$ cat config.mk
export PLATFORM = sky130hd
export DESIGN_NAME = usb_cdc_rx_fifo
export DESIGN_NICKNAME = d
export VERILOG_FILES = /design/src/rtl/usb_cdc_rx_fifo.sv
export SDC_FILE = /design/constraint.sdc
export NUM_CORES = 1
export LEC_CHECK = 0
export ABC_AREA = 1
export BUFFER_PORTS_ARGS = -buffer_cell sky130_fd_sc_hd__buf_2
export CAP_MARGIN = 20
export CORE_MARGIN = 2
export CORE_UTILIZATION = 55
export DETAILED_ROUTE_END_ITERATION = 16
export GPL_ROUTABILITY_DRIVEN = 1
export PLACE_DENSITY_LB_ADDON = 0.12
export SETUP_SLACK_MARGIN = 0.1
export SLEW_MARGIN = 25
export SYNTH_ARGS = -nofsm -noshare
export SYNTH_HDL_FRONTEND = slang
export SYNTH_SLANG_ARGS = --single-unit
$ cat constraint.sdc
create_clock -name clk_i -period 1.6 [get_ports clk_i]
set_input_delay 0.48 -clock clk_i [delete_from_list [all_inputs] [get_ports clk_i]]
set_output_delay 0.48 -clock clk_i [all_outputs]
set_load 0.005 [all_outputs]
$ cat src/rtl/usb_cdc_rx_fifo.sv
// usb_cdc_rx_fifo
//   Byte FIFO between the USB CDC core OUT stream and the application.
//   It absorbs host bursts so the application can drain at its own pace.
//   It is first-word fall-through, with one push and one pop per cycle sustained.
//
// Ports
//   clk_i, rst_i          single clock, synchronous active-high reset
//   s_data_i/s_valid_i    byte from the CDC core (out_data_o / out_valid_o)
//   s_ready_o             to the CDC core out_ready_i, high when not full
//   m_data_o/m_valid_o    head byte to the application (zero when empty)
//   m_ready_i             application accepts the head byte
//   empty_o, full_o       occupancy flags
//   level_o               occupancy count, only when USB_CDC_RX_FIFO_LEVEL_EN
//                         is defined
//
// Parameters
//   DATA_W      byte width, must match the CDC core out data width
//   DEPTH_LOG2  log2 of entry count, legal range 1..6
module usb_cdc_rx_fifo #(
  parameter int DATA_W     = 8,
  parameter int DEPTH_LOG2 = 4
) (
  input  logic              clk_i,
  input  logic              rst_i,
  input  logic [DATA_W-1:0] s_data_i,
  input  logic              s_valid_i,
  output logic              s_ready_o,
  output logic [DATA_W-1:0] m_data_o,
  output logic              m_valid_o,
  input  logic              m_ready_i,
  output logic              empty_o,
  output logic              full_o
`ifdef USB_CDC_RX_FIFO_LEVEL_EN
  ,
  output logic [DEPTH_LOG2:0] level_o
`endif
);

  localparam int DEPTH = 1 << DEPTH_LOG2;

  // Storage is not reset. Reads of stale entries are masked by m_valid_o.
  logic [DATA_W-1:0] mem [DEPTH];

  // The MSB of each pointer is a wrap bit. It separates full from empty
  // when the index bits match.
  logic [DEPTH_LOG2:0]   wr_ptr, rd_ptr;
  logic [DEPTH_LOG2-1:0] wr_idx, rd_idx;
  logic                  push, pop;

  assign wr_idx = wr_ptr[DEPTH_LOG2-1:0];
  assign rd_idx = rd_ptr[DEPTH_LOG2-1:0];

  // The flags are decoded only from registered pointers. This means neither
  // ready nor valid depends combinationally on the other side's handshake.
  assign empty_o   = (wr_ptr == rd_ptr);
  assign full_o    = (wr_idx == rd_idx) && (wr_ptr[DEPTH_LOG2] != rd_ptr[DEPTH_LOG2]);
  assign s_ready_o = !full_o;
  assign m_valid_o = !empty_o;

  assign push = s_valid_i && s_ready_o;
  assign pop  = m_valid_o && m_ready_i;

  assign m_data_o = m_valid_o ? mem[rd_idx] : '0;

  always_ff @(posedge clk_i) begin
    if (rst_i) begin
      wr_ptr <= '0;
      rd_ptr <= '0;
    end else begin
      if (push) wr_ptr <= wr_ptr + 1'b1;
      if (pop)  rd_ptr <= rd_ptr + 1'b1;
    end
  end

  // The write is gated by rst_i so a byte presented during reset never lands.
  // It could not be seen anyway, since the pointers clear.
  always_ff @(posedge clk_i) begin
    if (push && !rst_i) mem[wr_idx] <= s_data_i;
  end

`ifdef USB_CDC_RX_FIFO_LEVEL_EN
  // Modulo subtraction on the wrap-extended pointers gives 0..DEPTH directly.
  assign level_o = wr_ptr - rd_ptr;
`endif

endmodule

==> results_dict.tcl, run 1 <==
set metrics [dict create \
    final_cell_mix "nand2_1 (234), edfxtp_1 (128), inv_1 (63)" \
    vias 4811 \
    wirelength_microns 16100 \
    n_fill_cell 664 \
    clk_pin_slew_ps 60 \
    finClkSkew_ps 7.70 \
    numCtsBuffers 17 \
    grt_max_degree 41 \
    worstPathMaxFanout 8 \
    status "finished with violations" \
    hold_buffers 0 \
    grt_usage 0.254 \
    ctsHtreeMaxLevel 4 \
    syn_inst 650 \
    die-area_sq_um 12300 \
    rsz0062_at_grt "true" \
    clkLatencyLatePin_ps 420 \
    drt_iter0_drc 448 \
    cts_tree "built" \
    max_slew_margin 0.590 \
    syn_area_sq_um 6270 \
    wl_met2_microns 8090 \
    layout.cells.most_common "nand2_1" \
    antenna_found_initial 0 \
    synth-seq-cells 142 \
    vias_per_cell 5.35 \
    cts-root-buf "clkbuf_16" \
    drv_cap 0 \
    dr.pass1.iters 5 \
    drt.antenna.violating_nets 0 \
    layout_setup_ws_ps -701 \
    crit_required_ps 1120 \
    fin_crit_ps 2300 \
    routabilityCongestion 0.841 \
    die_height_microns 111 \
    end_kind "output pin" \
    setup_tns_ps -37900 \
    synth_nets 667 \
    clock.fmax_mhz 435 \
    whs_ps 411 \
    grt_pass1_wl_microns 23500 \
    finalSetupViolCount 145 \
    io_pins 24 \
    area.growth.synth_to_final_pct 34.5 \
    wl_per_cell_microns 17.9 \
    whs_path_depth 3 \
    routed.top_layer "met4" \
    finalCritPeriodShare 1.44 \
    core-area_sq_um 11000 \
    p_sw_frac 0.247 \
    p_per_area_nw_per_um2 1150 \
    grt_pass1_vias 4579 \
    detailroute.wirelength.met3_microns 1410 \
    syn_avg_cell_area_sq_um 9.64 \
    arrival_ps 1820 \
    slew_violations 0 \
    die_w_microns 111 \
    layout-drive-gt1-share 0.298 \
    seqPwrFrac 0.426 \
    dpl.hpwl_microns 9000 \
    worstMarginPinSlew_ps 614 \
    rows 38 \
    p_comb_frac 0.166 \
    met1_length_microns 6170 \
    p_sw_mw 2.39 \
    violations "negative setup slack" \
    antennaDiodeCount 0 \
    yosys_warnings 0 \
    vdd_ir_drop_max_v 0.000905 \
    leakage_nw 3.56 \
    seq_area_frac_synth 0.658 \
    rr_worst_depth 11 \
    drcViolationCount 0 \
    setup.worst_path.class "register to output pin" \
    hp-class "input port to register" \
    grt.overflow.total 0 \
    power_mw 9.68 \
    synth_cell_types 20 \
    placedCellCount 835 \
    p_clk_frac 0.408 \
    p_int_mw 7.29 \
    start_kind "register" \
    stdcell_count 899 \
    initial_utilization 0.571 \
    clockBufferDepth 2 \
    clkSinkCount 142 \
    port_buffers 23 \
    hold_viol 0 \
    fin_nets 763 \
]
## power groups by stage
stage	Sequential [mW]	Clock, mW	Combinational [mW]
2_1_floorplan	4.19	0	0.803
3_3_place_gp	4.19	0	1.23
3_5_place_dp	4.20	0	1.25
4_1_cts	4.12	3.97	1.35
5_1_grt	4.13	4.17	1.74
6_report	4.13	3.95	1.61
## registers in the layout, indices dropped and copies added, names as in the netlist, named ones only
name    cells
wr_ptr      5
rd_ptr      5
mem       128
## through the flow
| stage | utilization | worst slack, ps | instance area [sq um] |
|---|---|---|---|
| 2_1_floorplan | - | 13.2 | 6450 |
| 3_3_place_gp | 0.639 | -245 | 7020 |
| 3_5_place_dp | 0.639 | -258 | 7020 |
| 4_1_cts | 0.731 | -638 | 8030 |
| 5_1_grt | 0.768 | -790 | 8430 |
| 6_report | 0.768 | -701 | 8430 |
## final timing paths
path | start | slack (ps) | to
worst max-delay path | register | -700 | m_data_o[0]
worst min-delay path | m_ready_i | 410 | register
worst max register to register | rd_ptr[3] | -270 | mem[0][0]
worst min register to register | rd_ptr[4] | 550 | rd_ptr[4]
## layer usage
metal | global-route usage | up-vias
met1 | 0.327 | 2246
met3 | 0.0651 | 25
met4 | 0.115 | 0
li1 | - | 2293
met2 | 0.410 | 247
met5 | 0 | -
## logic make-up after synthesis
logic type | after synthesis | share of synthesized area
buf+inv | 104 | 0.0695
flops | 142 | 0.658
fa+ha+maj | 5 | 0.00998
xor+xnor | 1 | 0.00140
compound gates | 26 | 0.0224
simple gates | 372 | 0.239
## final cells by class
type / count / area, sq um / area share
Clock inverter: 6 / 80.1 / 0.00950
Clock buffer: 26 / 519 / 0.0616
Timing Repair Buffer: 107 / 1170 / 0.139
Multi-Input combinational cell: 404 / 2060 / 0.244
Inverter: 74 / 287 / 0.0340
Sequential cell: 142 / 4150 / 0.492
Tap cell: 140 / 175 / 0.0208
## cell usage after synthesis (all sizes together)
| master | n | area share |
|---|---|---|
| nand2 | 247 | 0.15 |
| a21oi | 18 | 0.014 |
| inv | 73 | 0.044 |
| dfxtp | 14 | 0.045 |
| nor2 | 55 | 0.033 |
| clkinv | 1 | 0.00060 |
| buf | 22 | 0.020 |
| edfxtp | 128 | 0.61 |
| nand3 | 70 | 0.057 |
| o211ai | 4 | 0.0048 |
| clkbuf | 8 | 0.0048 |
| xnor2 | 1 | 0.0014 |
| o21ai | 4 | 0.0032 |
| ha | 5 | 0.010 |
## what timing repair did
| action | CTS | global route |
|---|---|---|
| endpoints found under the hold margin | 0 | 0 |
| gates resized for setup | 49 | 57 |
| endpoints found under the setup margin | 144 | 150 |
| setup buffers | 20 | 7 |
| cloned | 0 | 6 |
| pin swaps | 13 | 28 |
## worst max-delay path, stage by stage, from the launching register on
cell,delay [ps]
dfxtp_4,450
inv_8,80
clkbuf_16,170
nand2_1,60
nand3_1,70
nand3_1,120
nand2_1,90
nand2_1,60
nand2_1,60
nor2_1,110
buf_2,130
Power figures use the tool's default switching activity.
==> run 2: changes to the inputs <==
--- a/config.mk
+++ b/config.mk
@@ -5,9 +5,7 @@
 export SDC_FILE = /design/constraint.sdc
 export NUM_CORES = 1
 export LEC_CHECK = 0
-export ABC_AREA = 1
 export BUFFER_PORTS_ARGS = -buffer_cell sky130_fd_sc_hd__buf_2
-export CAP_MARGIN = 20
 export CORE_MARGIN = 2
 export CORE_UTILIZATION = 55
 export DETAILED_ROUTE_END_ITERATION = 16
==> run 2 against run 1 <==
  * The run still ends with negative setup slack left
  * Sequential power about the same
  * Non-clock buffer count up 4
  * Worst setup slack worse by 320 ps
  * Worst hold slack worse by 77 ps
  * Die area down 4.9%
  * Final cell count down 33%
  * Maximum frequency down 12%
  * Critical path depth down 4
  * Global-route usage down 0.093 points
  * Design area down 4.4%
  * Clock skew up 0.97 ps
==> results_dict.tcl, run 2 <==
set metrics [dict create \
    clkLatencyLatePin_ps 540 \
    initial_utilization 0.571 \
    die_w_microns 108 \
    wl_per_cell_microns 22.2 \
    worst_path_largest_cell_delay_ps 500 \
    status "finished with violations" \
    synth_top_area_share 0.646 \
    vias 3499 \
    cp.depth 6 \
    arrival_ps 2140 \
    drt.antenna.violating_nets 0 \
    ys_top_cells_by_count "edfxtp_1 (128), mux2i_1 (26), mux4_2 (23)" \
    cts_tree "built" \
    area.growth.synth_to_final_pct 35.5 \
    synth_ff_type "edfxtp_1" \
    grt_pass1_vias 3675 \
    clock.fmax_mhz 382 \
    fin_area_sq_um 8060 \
    finClkSkew_ps 8.67 \
    dr.pass1.iters 4 \
    synth_cell_types 47 \
    syn_area_sq_um 5950 \
    rr_worst_depth 8 \
    core-area_sq_um 10400 \
    final_core_util 0.774 \
    synth_nets 357 \
    slowest_stage "mux4_2" \
    path_buf_inv 2 \
    worstPathMaxFanout 7 \
    grt_pass1_wl_microns 20500 \
    yosysTopAreaCell "edfxtp_1" \
    yosys.cell_count.top_type "edfxtp_1" \
    start_kind "register" \
    end_kind "output pin" \
    violations "negative setup slack" \
    ff_latch_area_sq_um 4140 \
    placedCellCount 557 \
    hold_viol 0 \
    finalCritPeriodShare 1.64 \
    place_area_sq_um 7160 \
    synth-seq-cells 142 \
    final_cell_mix "edfxtp_1 (128), buf_4 (52), mux2i_1 (25)" \
    rows 37 \
    slew_violations 0 \
    io_pins 24 \
    setup.worst_path.class "register to output pin" \
    drt_iter0_drc 314 \
    die_height_microns 108 \
    vdd_ir_drop_max_v 0.00105 \
    reg_top3 "mem (128), rd_ptr (5), wr_ptr (5)" \
    cts-root-buf "clkbuf_8" \
    layout_setup_ws_ps -1020 \
    whs_ps 334 \
    max_slew_margin 0.652 \
    preCtsSetupSlack_ps -475 \
    layout.cells.most_common "edfxtp_1" \
    port_buffers 23 \
    clockBufferDepth 2 \
    synth_area_leaders "edfxtp_1 (65%), mux4_2 (8.7%), dfxtp_1 (4.7%), mux2i_1 (4.4%), mux2_2 (1.1%)" \
    synth-edff-count 128 \
    antennaDiodeCount 0 \
    syn_inst 340 \
    clkSinkCount 142 \
    seq_area_frac_synth 0.693 \
    rsz0062_at_grt "true" \
    clk_pin_slew_ps 60 \
    leakage_nw 2.78 \
    stdcell_count 603 \
    critPathTopFamily "multiplexers" \
    crit_required_ps 1120 \
    ctsHtreeMaxLevel 4 \
    largest_reg_flops 128 \
    n_fill_cell 573 \
    p_per_area_nw_per_um2 1160 \
    dpl.hpwl_microns 8560 \
    whs_path_depth 1 \
    hp-class "input port to register" \
    async_reset_ff_frac 0 \
    syn_avg_cell_area_sq_um 17.5 \
    grt.overflow.total 0 \
    die-area_sq_um 11700 \
    worstMarginPinSlew_ps 521 \
    regMostFlops "mem" \
    grt_max_degree 22 \
    antenna_found_initial 0 \
    wirelength_microns 13400 \
    layout-drive-gt1-share 0.482 \
    multiInputGateArea_sq_um 2010 \
    drcViolationCount 0 \
    drv_cap 0 \
    power_mw 9.33 \
    cp_cell_sequence "buf_6 > mux4_2 > mux2i_1 > or2_1 > a21oi_2 > buf_2" \
    yosys_warnings 0 \
    finalSetupViolCount 151 \
    numCtsBuffers 17 \
    fin_crit_ps 2620 \
    fin_nets 471 \
    setup_tns_ps -33250 \
    grt_usage 0.254 \
    vias_per_cell 5.80 \
    routabilityCongestion 0.862 \
]
run 2: cell types whose count changed in the layout (fill, tap and decap cells not counted), moves of 8 or more:
cell,before,now
nand2_1,234,12
inv_1,63,3
nand3_1,52,8
mux2i_1,0,25
mux4_2,0,24
nor2_1,32,8
nor2_4,18,0
nand3_2,15,0
nand2_2,12,1
a21oi_2,12,3
buf_4,44,52
nor3_4,0,8
nor4_4,0,8
run 2: final timing paths:
| kind | start | to | slack [ps] |
|---|---|---|---|
| min | s_data_i[7] | mem[13][7] | 330 |
| max | register | m_data_o[7] | -1020 |
| max reg2reg | rd_ptr[2] | mem[2][6] | -200 |
| min reg2reg | rd_ptr[4] | rd_ptr[4] | 660 |
run 2: what timing repair did:
item / CTS / global route
endpoints found under the setup margin: 153 / 154
pin swaps: 16 / 26
gates resized for setup: 33 / 25
buffers inserted: 13 / 13
gates cloned: 1 / 1
hold buffers: 0 / 0
run 2: cell families (layout without fill, tap and decap cells):
kind of cell / count (synthesis) / in the layout / share of synthesized area
AO/OA/AOI/OAI: 31 / 31 / 0.0391
XOR/XNOR: 6 / 6 / 0.0114
adder cells (fa/ha/maj): 5 / 5 / 0.0105
buffers and inverters: 23 / 150 / 0.0231
flip-flops: 142 / 142 / 0.693
multiplexers: 59 / 59 / 0.153
AND/OR/NAND/NOR: 74 / 74 / 0.0694
run 2: layout make-up:
| type | instances | area share |
|---|---|---|
| sequential | 142 | 0.514 |
| inverter | 7 | 0.00357 |
| multi-input combinational | 175 | 0.249 |
| tap | 136 | 0.0211 |
| clock inverter | 14 | 0.0206 |
| clock buffer | 18 | 0.0518 |
| timing repair buffer | 111 | 0.140 |
run 2: per-layer routing:
layer | global-route usage | vias to the layer above | share of wire
met5 | 0 | - | 0
met1 | 0.326 | 1778 | 0.40
met4 | 0.104 | 0 | 0.014
met3 | 0.0723 | 14 | 0.066
met2 | 0.410 | 115 | 0.52
li1 | - | 1592 | -
run 2: where the power goes:
part | leakage [nW] | switching, mW | total (mW) | internal [mW]
logic | 1.23 | 0.655 | 1.37 | 0.712
registers | 1.27 | 0.0368 | 4.12 | 4.09
clock network | 0.279 | 1.47 | 3.84 | 2.37
total | 2.78 | 2.16 | 9.33 | 7.17
